### config.mk
export PLATFORM = sky130hd
export DESIGN_NAME = bist_sequencer
export DESIGN_NICKNAME = d
export VERILOG_FILES = /design/src/rtl/bist_pkg.sv /design/src/rtl/bist_counter.sv /design/src/rtl/bist_sequencer.sv
export SDC_FILE = /design/constraint.sdc
export NUM_CORES = 1
export LEC_CHECK = 0
export ABC_AREA = 1
export CAP_MARGIN = 20
export CORE_MARGIN = 2
export CORE_UTILIZATION = 25
export DETAILED_ROUTE_END_ITERATION = 10
export DONT_BUFFER_PORTS = 1
export GPL_TIMING_DRIVEN = 0
export REMOVE_ABC_BUFFERS = 1
export SETUP_SLACK_MARGIN = 0.4
export SLEW_MARGIN = 40
export SYNTH_ARGS = -nofsm -noshare
export SYNTH_HDL_FRONTEND = slang
export SYNTH_HIERARCHICAL = 1
export SYNTH_SLANG_ARGS = --single-unit
### constraint.sdc
create_clock -name clock -period 4.5 [get_ports clock]
set_input_delay 0.225 -clock clock [delete_from_list [all_inputs] [get_ports clock]]
set_output_delay 0.225 -clock clock [all_outputs]
set_load 0.02 [all_outputs]
### src/rtl/bist_pkg.sv
// Shared types and constants for the BIST session sequencer and its counters.
package bist_pkg;

  typedef enum logic [2:0] {
    ST_IDLE    = 3'd0,
    ST_INIT    = 3'd1,
    ST_LOAD    = 3'd2,
    ST_CAPTURE = 3'd3,
    ST_UNLOAD  = 3'd4,
    ST_COMPARE = 3'd5,
    ST_DONE    = 3'd6
  } state_t;

  localparam logic [7:0]  SIGNATURE_VALID_8  = 8'hF9;
  localparam logic [15:0] SIGNATURE_VALID_16 = 16'hB3F9;

  // Bits needed to hold the value n itself (not just 0..n-1).
  function automatic int cnt_width(input int n);
    return (n < 1) ? 1 : $clog2(n + 1);
  endfunction

endpackage

### src/rtl/bist_counter.sv
// Loadable up-counter with a terminal-count flag; load has priority over enable.
module bist_counter #(
  parameter int           W        = 5,
  parameter logic [W-1:0] TERMINAL = '0
) (
  input  logic         clock,
  input  logic         reset,
  input  logic         load,
  input  logic [W-1:0] load_value,
  input  logic         en,
  output logic [W-1:0] count,
  output logic         tc
);

  logic [W-1:0] count_reg;

  always_ff @(posedge clock) begin
    if (reset) begin
      count_reg <= '0;
    end else if (load) begin
      count_reg <= load_value;
    end else if (en) begin
      count_reg <= count_reg + {{(W-1){1'b0}}, 1'b1};
    end
  end

  assign count = count_reg;
  assign tc    = (count_reg == TERMINAL);

endmodule

### src/rtl/bist_sequencer.sv
// BIST session sequencer: init pulse, SCAN_LEN-cycle loads with single captures,
// final unload, then a one-cycle MISR signature compare held in DONE.
module bist_sequencer
  import bist_pkg::*;
#(
  parameter int                   SCAN_LEN        = 16,
  parameter int                   NUM_PATTERNS    = 64,
  parameter int                   MISR_BITS       = 8,
  parameter logic [MISR_BITS-1:0] SIGNATURE_VALID = MISR_BITS'(SIGNATURE_VALID_8),
  parameter int                   SHIFT_W         = cnt_width(SCAN_LEN),
  parameter int                   PAT_W           = cnt_width(NUM_PATTERNS)
) (
  input  logic                 clock,
  input  logic                 reset,
  input  logic                 start,
  input  logic                 abort,
  input  logic [MISR_BITS-1:0] signature_in,
  output logic                 init,
  output logic                 running,
  output logic                 scan_en,
  output logic                 capture,
  output logic [PAT_W-1:0]     pattern_cnt,
  output logic                 busy,
  output logic                 done,
  output logic                 pass,
  output logic                 fail
);

  state_t state_reg, state_next;
  logic   pass_reg, fail_reg;
  logic   shifting, shift_last, pat_last;
  logic   shift_load, pat_load;
  logic [SHIFT_W-1:0] shift_cnt_unused;

  assign shifting   = (state_reg == ST_LOAD) || (state_reg == ST_UNLOAD);
  assign shift_load = abort || (state_reg == ST_INIT) || (shifting && shift_last);
  assign pat_load   = abort || (state_reg == ST_INIT);

  // Only the terminal flag of the shift counter steers the FSM.
  bist_counter #(
    .W        (SHIFT_W),
    .TERMINAL (SHIFT_W'(SCAN_LEN - 1))
  ) u_shift_cnt (
    .clock      (clock),
    .reset      (reset),
    .load       (shift_load),
    .load_value ('0),
    .en         (shifting),
    .count      (shift_cnt_unused),
    .tc         (shift_last)
  );

  bist_counter #(
    .W        (PAT_W),
    .TERMINAL (PAT_W'(NUM_PATTERNS - 1))
  ) u_pat_cnt (
    .clock      (clock),
    .reset      (reset),
    .load       (pat_load),
    .load_value ('0),
    .en         (state_reg == ST_CAPTURE),
    .count      (pattern_cnt),
    .tc         (pat_last)
  );

  always_ff @(posedge clock) begin
    if (reset) begin
      state_reg <= ST_IDLE;
    end else begin
      state_reg <= state_next;
    end
  end

  always_comb begin
    state_next = state_reg;
    if (abort) begin
      state_next = ST_IDLE;
    end else begin
      case (state_reg)
        ST_IDLE:    if (start) state_next = ST_INIT;
        ST_INIT:    state_next = ST_LOAD;
        ST_LOAD:    if (shift_last) state_next = ST_CAPTURE;
        ST_CAPTURE: state_next = pat_last ? ST_UNLOAD : ST_LOAD;
        ST_UNLOAD:  if (shift_last) state_next = ST_COMPARE;
        ST_COMPARE: state_next = ST_DONE;
        ST_DONE:    if (start) state_next = ST_INIT;
        default:    state_next = ST_IDLE;
      endcase
    end
  end

  always_ff @(posedge clock) begin
    if (reset || abort || (state_reg == ST_INIT)) begin
      pass_reg <= 1'b0;
      fail_reg <= 1'b0;
    end else if (state_reg == ST_COMPARE) begin
      pass_reg <= (signature_in == SIGNATURE_VALID);
      fail_reg <= (signature_in != SIGNATURE_VALID);
    end
  end

  // Verdict is gated by DONE so it never leaks into the INIT cycle of a re-run.
  always_comb begin
    init    = (state_reg == ST_INIT);
    running = shifting || (state_reg == ST_CAPTURE);
    scan_en = shifting;
    capture = (state_reg == ST_CAPTURE);
    busy    = (state_reg != ST_IDLE) && (state_reg != ST_DONE);
    done    = (state_reg == ST_DONE);
    pass    = done && pass_reg;
    fail    = done && fail_reg;
  end

endmodule

==> flow_summary.yaml <==
detailed_routing:
  wl_per_cell_um: 10.4
  wirelength_mm: 2.39
  detail_route.first_pass.iterations: 2
  vias: 999
  vias_per_cell: 4.36
  drc: 0
  drt_iter0_drc: 18
  antenna_left: 0
synthesis:
  synth_top_cell_by_area: "dfxtp_1"
  synth_flop_cell: "dfxtp_1"
  synth_edf_count: 0
  synthSimpleGateAreaFrac: 0.346
  synth_top_cells_by_area: "dfxtp_1 32%, nand2_1 14%, inv_1 8.0%"
  ys_seq_elements: 17
  synth_top_family_by_area: "simple AND/OR/NAND/NOR gates"
  synth_cell_types: 27
  synth_common_cells: "41 x nand2_1, 23 x inv_1, 17 x dfxtp_1"
  syn_inst: 165
  avgSynthCellArea_um2: 6.54
  synth-compound-area-share: 0.150
  synth_warnings: 6
  synth_top_area_share: 0.316
  synth_seq_area_share: 0.316
  synth_mux_area_frac: 0
  yosys.cell_count.top_type: "nand2_1"
  synth-xor-area-share: 0.0325
  async_reset_ff_frac: 0
  syn_area_mm2: 0.00108
  synthAdderAreaFrac: 0.0348
sta:
  finalCriticalPeriod_ns: 2.04
  finalSetupViolCount: 0
  finalHoldViolCount: 0
  max_freq_mhz: 490
  maxSlewViolCount: 0
  period_share: 0.453
  rsz0062_at_grt: "false"
  worst_slew_pin_slew_ns: 0.656
  slew_headroom: 0.558
  finClkSkew_ns: 0.00694
  timing.final.ws_setup_ns: 2.46
  finalSetupTns_ns: 0
cts:
  post-cts-setup-buffer-count: 0
  cts_resized: 0
  numCtsBuffers: 3
  cts_sinks: 17
  clk_pin_slew_worst_paths_ns: 0.07
  cts_tree: "yes"
  clock_latency_ns: 0.25
  ctsHoldBuffers: 0
  cts_max_level: 1
  root_buffer: "clkbuf_8"
  clockBufferDepth: 2
setup_path:
  slowest_delay_ns: 0.39
  crit_family: "simple AND/OR/NAND/NOR gates"
  end_kind: "register"
  start_kind: "register"
  crit_top_cell: "inv_2"
  worstPathCellList: "inv_1 -> nand3_2 -> inv_2 -> or2_1 -> o21bai_1 -> inv_2 -> nand2_2 -> inv_2 -> nand2_1 -> nand3_1 -> nand2_1 -> inv_1"
  critPathKind: "reg -> reg"
  worstPathArrival_ns: 2.20
  crit_required_ns: 4.66
  critical_path_buf_inv_count: 5
  critPathMaxFanout: 10
  critPathSlowestCell: "or2_1"
power_and_ir_drop:
  power.density_mw_per_mm2: 307
  peakVddDrop_uv: 179
  power_leakage_nw: 0.571
  finalPower_uw: 374
flow_run:
  drv_cap: 0
final_layout:
  antenna_cells: 0
  multi_input_area_um2: 652
  nFillCells: 467
  final_nets: 195
  regArea_um2: 340
  area_growth_pct: 12.9
  drive_gt1_frac: 0.123
  fin_area_mm2: 0.00122
  largest_reg_flops: 7
global_routing:
  antenna_found_initial: 0
  grt_usage: 0.103
  overflow: 0
  grt_pass1_wl_mm: 4.12
  grt_pass1_vias: 946
  grt_max_degree: 11
placement:
  place_hpwl_mm: 1.84
  placed_cell_area_mm2: 0.00117
  post-place-ws_ns: 2.47
  portBuffers: 0
  gp_congestion: 0.747
min_path:
  min_path_type: "in -> reg"
floorplanning:
  io_pins: 27
  die_x_um: 69.7
  num_rows: 23
  fp.dieH_um: 69.7
  dieArea_mm2: 0.00486
  core_mm2: 0.00409
  start_util: 0.264
status:
  status: "finished, final reports clean"
[cells by family after synthesis]
family	count (synthesis)
XOR/XNOR	4
adder cells (fa/ha/maj)	3
other	1
AO/OA/AOI/OAI	27
AND/OR/NAND/NOR	81
flip-flops	17
buffers and inverters	32
[through the flow]
stage | util | instances | hold WS, ns
finish | 0.298 | 229 | 0.0311
global route | 0.298 | 229 | 0.0176
CTS | 0.298 | 229 | 0.0183
detailed placement | 0.287 | 225 | 0.292
global placement | 0.287 | 225 | 0.291
floorplan | - | 175 | 0.287
[final timing paths]
path	from	slack [ns]	to	cells past startpoint
worst max-delay path	state_reg[2]$_SDFFE_PP0P_	2.46	u_shift_cnt/count[1]$_SDFFE_PP0P_	12
worst min register to register	fail_reg$_SDFFE_PP0P_	0.47	fail_reg$_SDFFE_PP0P_	2
worst min-delay path	reset	0.03	u_shift_cnt/count[3]$_SDFFE_PP0P_	1
worst max register to register	state_reg[2]$_SDFFE_PP0P_	2.46	u_shift_cnt/count[1]$_SDFFE_PP0P_	12
[worst register-to-register path, stage by stage, from the launching register on]
cell      delay (ns)
dfxtp_1         0.34
inv_1           0.16
nand3_2         0.12
inv_2           0.12
or2_1           0.39
o21bai_1        0.36
inv_2           0.10
nand2_2         0.11
inv_2           0.04
nand2_1         0.05
nand3_1         0.06
nand2_1         0.06
inv_1           0.03
[cell usage in the layout (no fill, tap or decap)]
cell	netlist	layout
nand2_1	41	41
inv_1	23	23
dfxtp_1	17	17
nor2_1	15	15
conb_1	1	12
nand3_1	9	9
inv_2	7	7
o21ai_0	7	7
a21oi_1	7	7
nand3_2	4	4
nand2_2	4	4
a22oi_1	4	4
o21bai_1	3	3
nand4_1	3	3
clkbuf_8	0	3
o21ai_1	3	3
ha_1	3	3
nor3_1	2	2
xnor2_1	2	2
xor2_1	2	2
or2_1	1	1
nand2_4	1	1
clkinv_2	0	1
clkinv_1	1	1
nor2_2	1	1
a21oi_2	1	1
o211ai_1	1	1
a21boi_0	1	1
[metal layers]
layer	vias to the layer above	share of wire	global-route usage
li1	542	-	-
met1	440	0.48	0.121
met2	15	0.45	0.171
met3	2	0.053	0.0451
met4	0	0.0079	0.0256
met5	-	0	0
[power by group]
| part | leakage (nW) | switching, mW | internal (mW) | total, mW |
|---|---|---|---|---|
| clock | 0.0255 | 0.0525 | 0.0614 | 0.114 |
| sequential | 0.140 | 0.0196 | 0.161 | 0.181 |
| combinational | 0.406 | 0.0535 | 0.0255 | 0.0790 |
[final cells by class]
cell class | count | share of cell area
tap | 50 | 0.0514
sequential | 17 | 0.280
clock buffer | 3 | 0.0339
inverter | 31 | 0.0956
clock inverter | 1 | 0.00411
multi-input combinational | 127 | 0.535
No activity file was read; power rests on OpenSTA's default activity.
